File: src/rtl/epass_checker_pkg.sv
// Shared definitions for the E-pass checker: verdict codes, FSM states, defaults.
package epass_checker_pkg;

  localparam int unsigned ID_W_DEF     = 8;
  localparam int unsigned NUM_ACCT_DEF = 16;
  localparam int unsigned BAL_W_DEF    = 16;
  localparam int unsigned FEE_DEF      = 30;
  localparam int unsigned TIMEOUT_DEF  = 255;

  localparam logic [1:0] EPASS_NONE = 2'b00;
  localparam logic [1:0] EPASS_OK   = 2'b10;
  localparam logic [1:0] EPASS_BAD  = 2'b01;

  typedef enum logic [2:0] {
    ST_IDLE,
    ST_RECV,
    ST_LOOKUP,
    ST_ACCEPT,
    ST_REJECT,
    ST_RELEASE
  } state_t;

  function automatic logic [1:0] verdict_of(state_t s);
    case (s)
      ST_ACCEPT:             verdict_of = EPASS_OK;
      ST_REJECT, ST_RELEASE: verdict_of = EPASS_BAD;
      default:               verdict_of = EPASS_NONE;
    endcase
  endfunction

endpackage

File: src/rtl/epass_account_table.sv
// Account balance table: one combinational read, one deduct and one top-up port merged per account.
module epass_account_table
  import epass_checker_pkg::*;
#(
  parameter int unsigned NUM_ACCT = NUM_ACCT_DEF,
  parameter int unsigned BAL_W    = BAL_W_DEF,
  parameter int unsigned FEE      = FEE_DEF,
  localparam int unsigned IDX_W   = $clog2(NUM_ACCT)
) (
  input  logic             clk,
  input  logic             reset,
  input  logic [IDX_W-1:0] rd_idx,
  output logic [BAL_W-1:0] rd_bal,
  output logic             rd_reg,
  input  logic             ded_valid,
  input  logic [IDX_W-1:0] ded_idx,
  input  logic             topup_valid,
  input  logic [IDX_W-1:0] topup_idx,
  input  logic [BAL_W-1:0] topup_amount
);

  logic [BAL_W-1:0] bal      [NUM_ACCT];
  logic [BAL_W-1:0] bal_next [NUM_ACCT];
  logic [BAL_W:0]   sum      [NUM_ACCT];
  logic [NUM_ACCT-1:0] registered;
  logic [NUM_ACCT-1:0] ded_hit;
  logic [NUM_ACCT-1:0] top_hit;

  always_comb begin
    rd_bal = '0;
    rd_reg = 1'b0;
    if (32'(rd_idx) < NUM_ACCT) begin
      rd_bal = bal[rd_idx];
      rd_reg = registered[rd_idx];
    end
  end

  // Deduction is only issued when bal >= FEE, so subtracting first cannot wrap.
  always_comb begin
    for (int unsigned i = 0; i < NUM_ACCT; i++) begin
      ded_hit[i]  = ded_valid && (32'(ded_idx) == i);
      top_hit[i]  = topup_valid && (32'(topup_idx) == i);
      sum[i]      = {1'b0, bal[i]};
      if (ded_hit[i]) sum[i] = sum[i] - (BAL_W+1)'(FEE);
      if (top_hit[i]) sum[i] = sum[i] + {1'b0, topup_amount};
      bal_next[i] = sum[i][BAL_W] ? '1 : sum[i][BAL_W-1:0];
    end
  end

  always_ff @(posedge clk) begin
    if (reset) begin
      for (int unsigned i = 0; i < NUM_ACCT; i++) bal[i] <= '0;
      registered <= '0;
    end else begin
      for (int unsigned i = 0; i < NUM_ACCT; i++) begin
        if (ded_hit[i] || top_hit[i]) bal[i] <= bal_next[i];
        if (top_hit[i]) registered[i] <= 1'b1;
      end
    end
  end

endmodule

File: config.mk
export PLATFORM = sky130hd
export DESIGN_NAME = epass_account_table
export DESIGN_NICKNAME = d
export VERILOG_FILES = /design/src/rtl/epass_checker_pkg.sv /design/src/rtl/epass_account_table.sv
export SDC_FILE = /design/constraint.sdc
export NUM_CORES = 2
export LEC_CHECK = 0
export CAP_MARGIN = 20
export CORE_ASPECT_RATIO = 2
export CORE_MARGIN = 2
export CORE_UTILIZATION = 35
export CTS_CLUSTER_SIZE = 30
export DETAILED_ROUTE_END_ITERATION = 10
export SLEW_MARGIN = 20
export SYNTH_ARGS = -nofsm -noshare
export SYNTH_HDL_FRONTEND = slang
export SYNTH_SLANG_ARGS = --single-unit
export TNS_END_PERCENT = 20
File: constraint.sdc
create_clock -name clk -period 4.15 [get_ports clk]
set_clock_uncertainty 0.2 [all_clocks]
set_input_delay 0.415 -clock clk [delete_from_list [all_inputs] [get_ports clk]]
set_output_delay 0.415 -clock clk [all_outputs]
set_load 0.02 [all_outputs]
==> results.json <==
{
  "syn_area_um2": 29800,
  "first_global_vias": 31600,
  "violations": "negative setup slack",
  "areaGrowthSynthToFinish_pct": 30.9,
  "setup_ws_ns": -0.0394,
  "power.density_nw_per_um2": 255,
  "dp_slack_ns": -0.959,
  "synth-edff-count": 256,
  "p_leak_nw": 16.2,
  "gr-usage-met1_pct": 24.4,
  "use_met2_pct": 51.6,
  "layout-drive-gt1-share_pct": 25.9,
  "fillers": 8171,
  "die_area_um2": 87500,
  "finalCritPeriodShare_pct": 101,
  "drc": 0,
  "start_util_pct": 35.2,
  "rsz0062_at_grt": "true",
  "synth_seq_cells": 272,
  "gp_congestion": 1.02,
  "clock-root-buffer": "clkbuf_16",
  "status": "finished, violations left",
  "via_per_inst": 5.79,
  "firstDrtPassIters": 6,
  "placed_area_um2": 37200,
  "cts-htree-levels": 1,
  "grt_use_total_pct": 27.4,
  "critPathRequiredTime_ns": 4.25,
  "fin_total_pwr_w": 0.00995,
  "pwr-share-seq_pct": 34.4,
  "instances_no_fill": 5327,
  "grt_max_degree": 69,
  "numCtsBuffers": 28,
  "dp_hpwl_um": 97600,
  "yosysTopAreaCellShare_pct": 25.8,
  "chipWidth_um": 210,
  "relSlewSlack_pct": 19.9,
  "routed_wl_um": 123000,
  "end_kind": "flop",
  "netlist_instances": 3480,
  "cp-start-kind": "primary input",
  "multiInputGateArea_um2": 21900,
  "setup_viol_count_final": 20,
  "via_count": 30900,
  "sw_frac_of_total_pct": 35.1,
  "synthFlopType": "edfxtp_1",
  "die-height_um": 416,
  "avgSynthCellArea_um2": 8.55,
  "ctsLongestPathBuffers": 3,
  "io_buffers": 48,
  "max_cap_viol_count": 0,
  "top_usage_layer": "met2",
  "coreArea_um2": 84500,
  "seq_area_um2": 8010,
  "critPathKind": "primary input to flop",
  "first_iter_violations": 1744,
  "ys_seq_area_share_pct": 26.9,
  "peakVddDrop_mv": 0.333,
  "power.switching_w": 0.00349,
  "postSynthNetCount": 3800,
  "setup_tns_ns": -0.307,
  "wire_per_inst_um": 23.1,
  "clock_latency_ns": 0.61,
  "grt_pass1_wl_um": 182000,
  "path_max_fanout": 10,
  "grt.overflow.total": 0,
  "fmax_mhz": 239,
  "hold_path.class": "flop to flop",
  "cts_sinks": 272,
  "synth_top_area_cell": "edfxtp_1",
  "std_cell_rows": 151,
  "finish.instance_area_um2": 39000,
  "worst_pin_slew_ns": 1.19,
  "p_int_w": 0.00646,
  "yosys_warnings": 0,
  "comb_power_share_pct": 38.3,
  "ant_nets": 0,
  "yosys-top-cells-area": "edfxtp_1 (26%), ha_1 (11%), xnor2_1 (6.7%)",
  "cts_tree": "done",
  "ios": 49,
  "slew_viol_final": 0,
  "hold_viol": 0,
  "post-route-min-period_ns": 4.19,
  "cp.arrival_ns": 4.29,
  "grt_util_met3_pct": 4.03,
  "antenna_found_initial": 9,
  "place_inst": 5258,
  "clk_pin_slew_ns": 0.06,
  "pwr-share-clk_pct": 27.3,
  "synthArstFlopShare_pct": 0,
  "synth.distinct_cells": 73,
  "layout.nets": 4551
}
sequential cells by signal (all words and copies together), names as in the netlist:
register	flops
bal	256
registered	16
power by group through the flow:
stage          registers (W)  logic [W]  clock network, W
6_report             0.00342    0.00381           0.00271
5_1_grt              0.00343    0.00413           0.00279
4_1_cts              0.00340    0.00371           0.00274
3_5_place_dp         0.00346    0.00367                 0
3_3_place_gp         0.00346    0.00363                 0
2_1_floorplan        0.00337    0.00209                 0
placed cells by master (no fill, tap or decap), drive strengths merged, types with 17 or more instances in the layout:
| master | count |
|---|---|
| nand2 | 469 |
| mux4 | 85 |
| xnor2 | 226 |
| o21ai | 294 |
| o31ai | 17 |
| nand3b | 17 |
| nor2 | 275 |
| buf | 803 |
| clkdlybuf4s50 | 26 |
| edfxtp | 256 |
| nand4 | 27 |
| ha | 272 |
| o21a | 49 |
| inv | 68 |
| nand2b | 84 |
| nor2b | 35 |
| a31oi | 95 |
| a21o | 48 |
| clkbuf | 33 |
| o211ai | 19 |
| xor2 | 167 |
| and3 | 26 |
| a211oi | 35 |
| nor3 | 102 |
| or4 | 19 |
| a21oi | 313 |
| nand3 | 79 |
| or3 | 50 |
| nor4 | 43 |
timing repair:
item	CTS	global route
buffers inserted	5	5
hold endpoints to repair	2	0
resized for setup	40	119
endpoints found under the setup margin	198	241
hold buffers	1	0
pin swaps	8	28
gates cloned	2	1
path summary, 6_finish.rpt:
kind	slack [ns]	endpoint	cells past startpoint	startpoint
min	0.27	registered[10]$_SDFFE_PP0P_	2	registered[10]$_SDFFE_PP0P_
min reg2reg	0.27	registered[10]$_SDFFE_PP0P_	2	registered[10]$_SDFFE_PP0P_
max	-0.04	bal[2][14]$_SDFFCE_PN0P_	22	ded_idx[2]
max reg2reg	0.10	bal[7][15]$_SDFFCE_PN0P_	13	bal[7][7]$_SDFFCE_PN0P_
final cells by class:
class                   count  share of cell area, %
diodes                      3                 0.0193
clock buffers              32                   1.89
clock inverters            20                  0.485
inverters                  67                  0.646
multi-input cells        3027                   56.1
flip-flops and latches    272                   20.6
well taps                1071                   3.44
repair buffers            835                   16.8
synthesized netlist by cell type, types with 78 or more instances:
| master | number |
|---|---|
| xnor2_1 | 226 |
| nand3_1 | 78 |
| nor3_1 | 101 |
| clkbuf_1 | 105 |
| a21oi_1 | 313 |
| mux4_2 | 85 |
| nand2_1 | 469 |
| o21ai_0 | 283 |
| ha_1 | 272 |
| nor2_1 | 275 |
| edfxtp_1 | 256 |
| xor2_1 | 167 |
| a31oi_1 | 95 |
| nand2b_1 | 84 |
layer usage:
| metal | vias to the layer above | part of all wire (%) |
|---|---|---|
| met2 | 1021 | 52 |
| met4 | 16 | 12 |
| met5 | - | 0.084 |
| met3 | 518 | 5.0 |
| li1 | 14500 | - |
| met1 | 14800 | 31 |
per-stage QoR:
step	hold WS [ns]	utilization, %
2_1_floorplan	0.235	-
3_5_place_dp	0.254	44.1
6_report	0.271	46.1
3_3_place_gp	0.246	44.1
4_1_cts	0.269	45.4
5_1_grt	0.297	46.1
cells by family (layout without fill, tap and decap cells):
family,count (synthesis),after routing,share of synthesized area [%]
AND/OR/NAND/NOR,1265,1265,20.0
XOR/XNOR,393,393,11.6
buffers and inverters,181,954,2.30
multiplexers,109,109,7.27
other,0,3,0
AO/OA/AOI/OAI,972,972,19.5
flip-flops,272,272,26.9
adder cells (fa/ha/maj),288,288,12.5
critical path, stage by stage:
cell and delay, ns:
clkdlybuf4s50_1 0.42, buf_6 0.15, nor3b_2 0.24, buf_4 0.16
buf_4 0.11, nand2_1 0.10, buf_4 0.17, xnor2_2 0.17
inv_1 0.09, fa_1 0.40, nand2b_1 0.20, a21oi_1 0.14
buf_4 0.15, nor2_1 0.06, o211ai_1 0.25, a2111oi_2 0.11
nor3_1 0.20, buf_4 0.15, a21oi_1 0.07, xnor2_1 0.22
buf_4 0.21, a31oi_1 0.09
(Power assumes the default switching activity.)
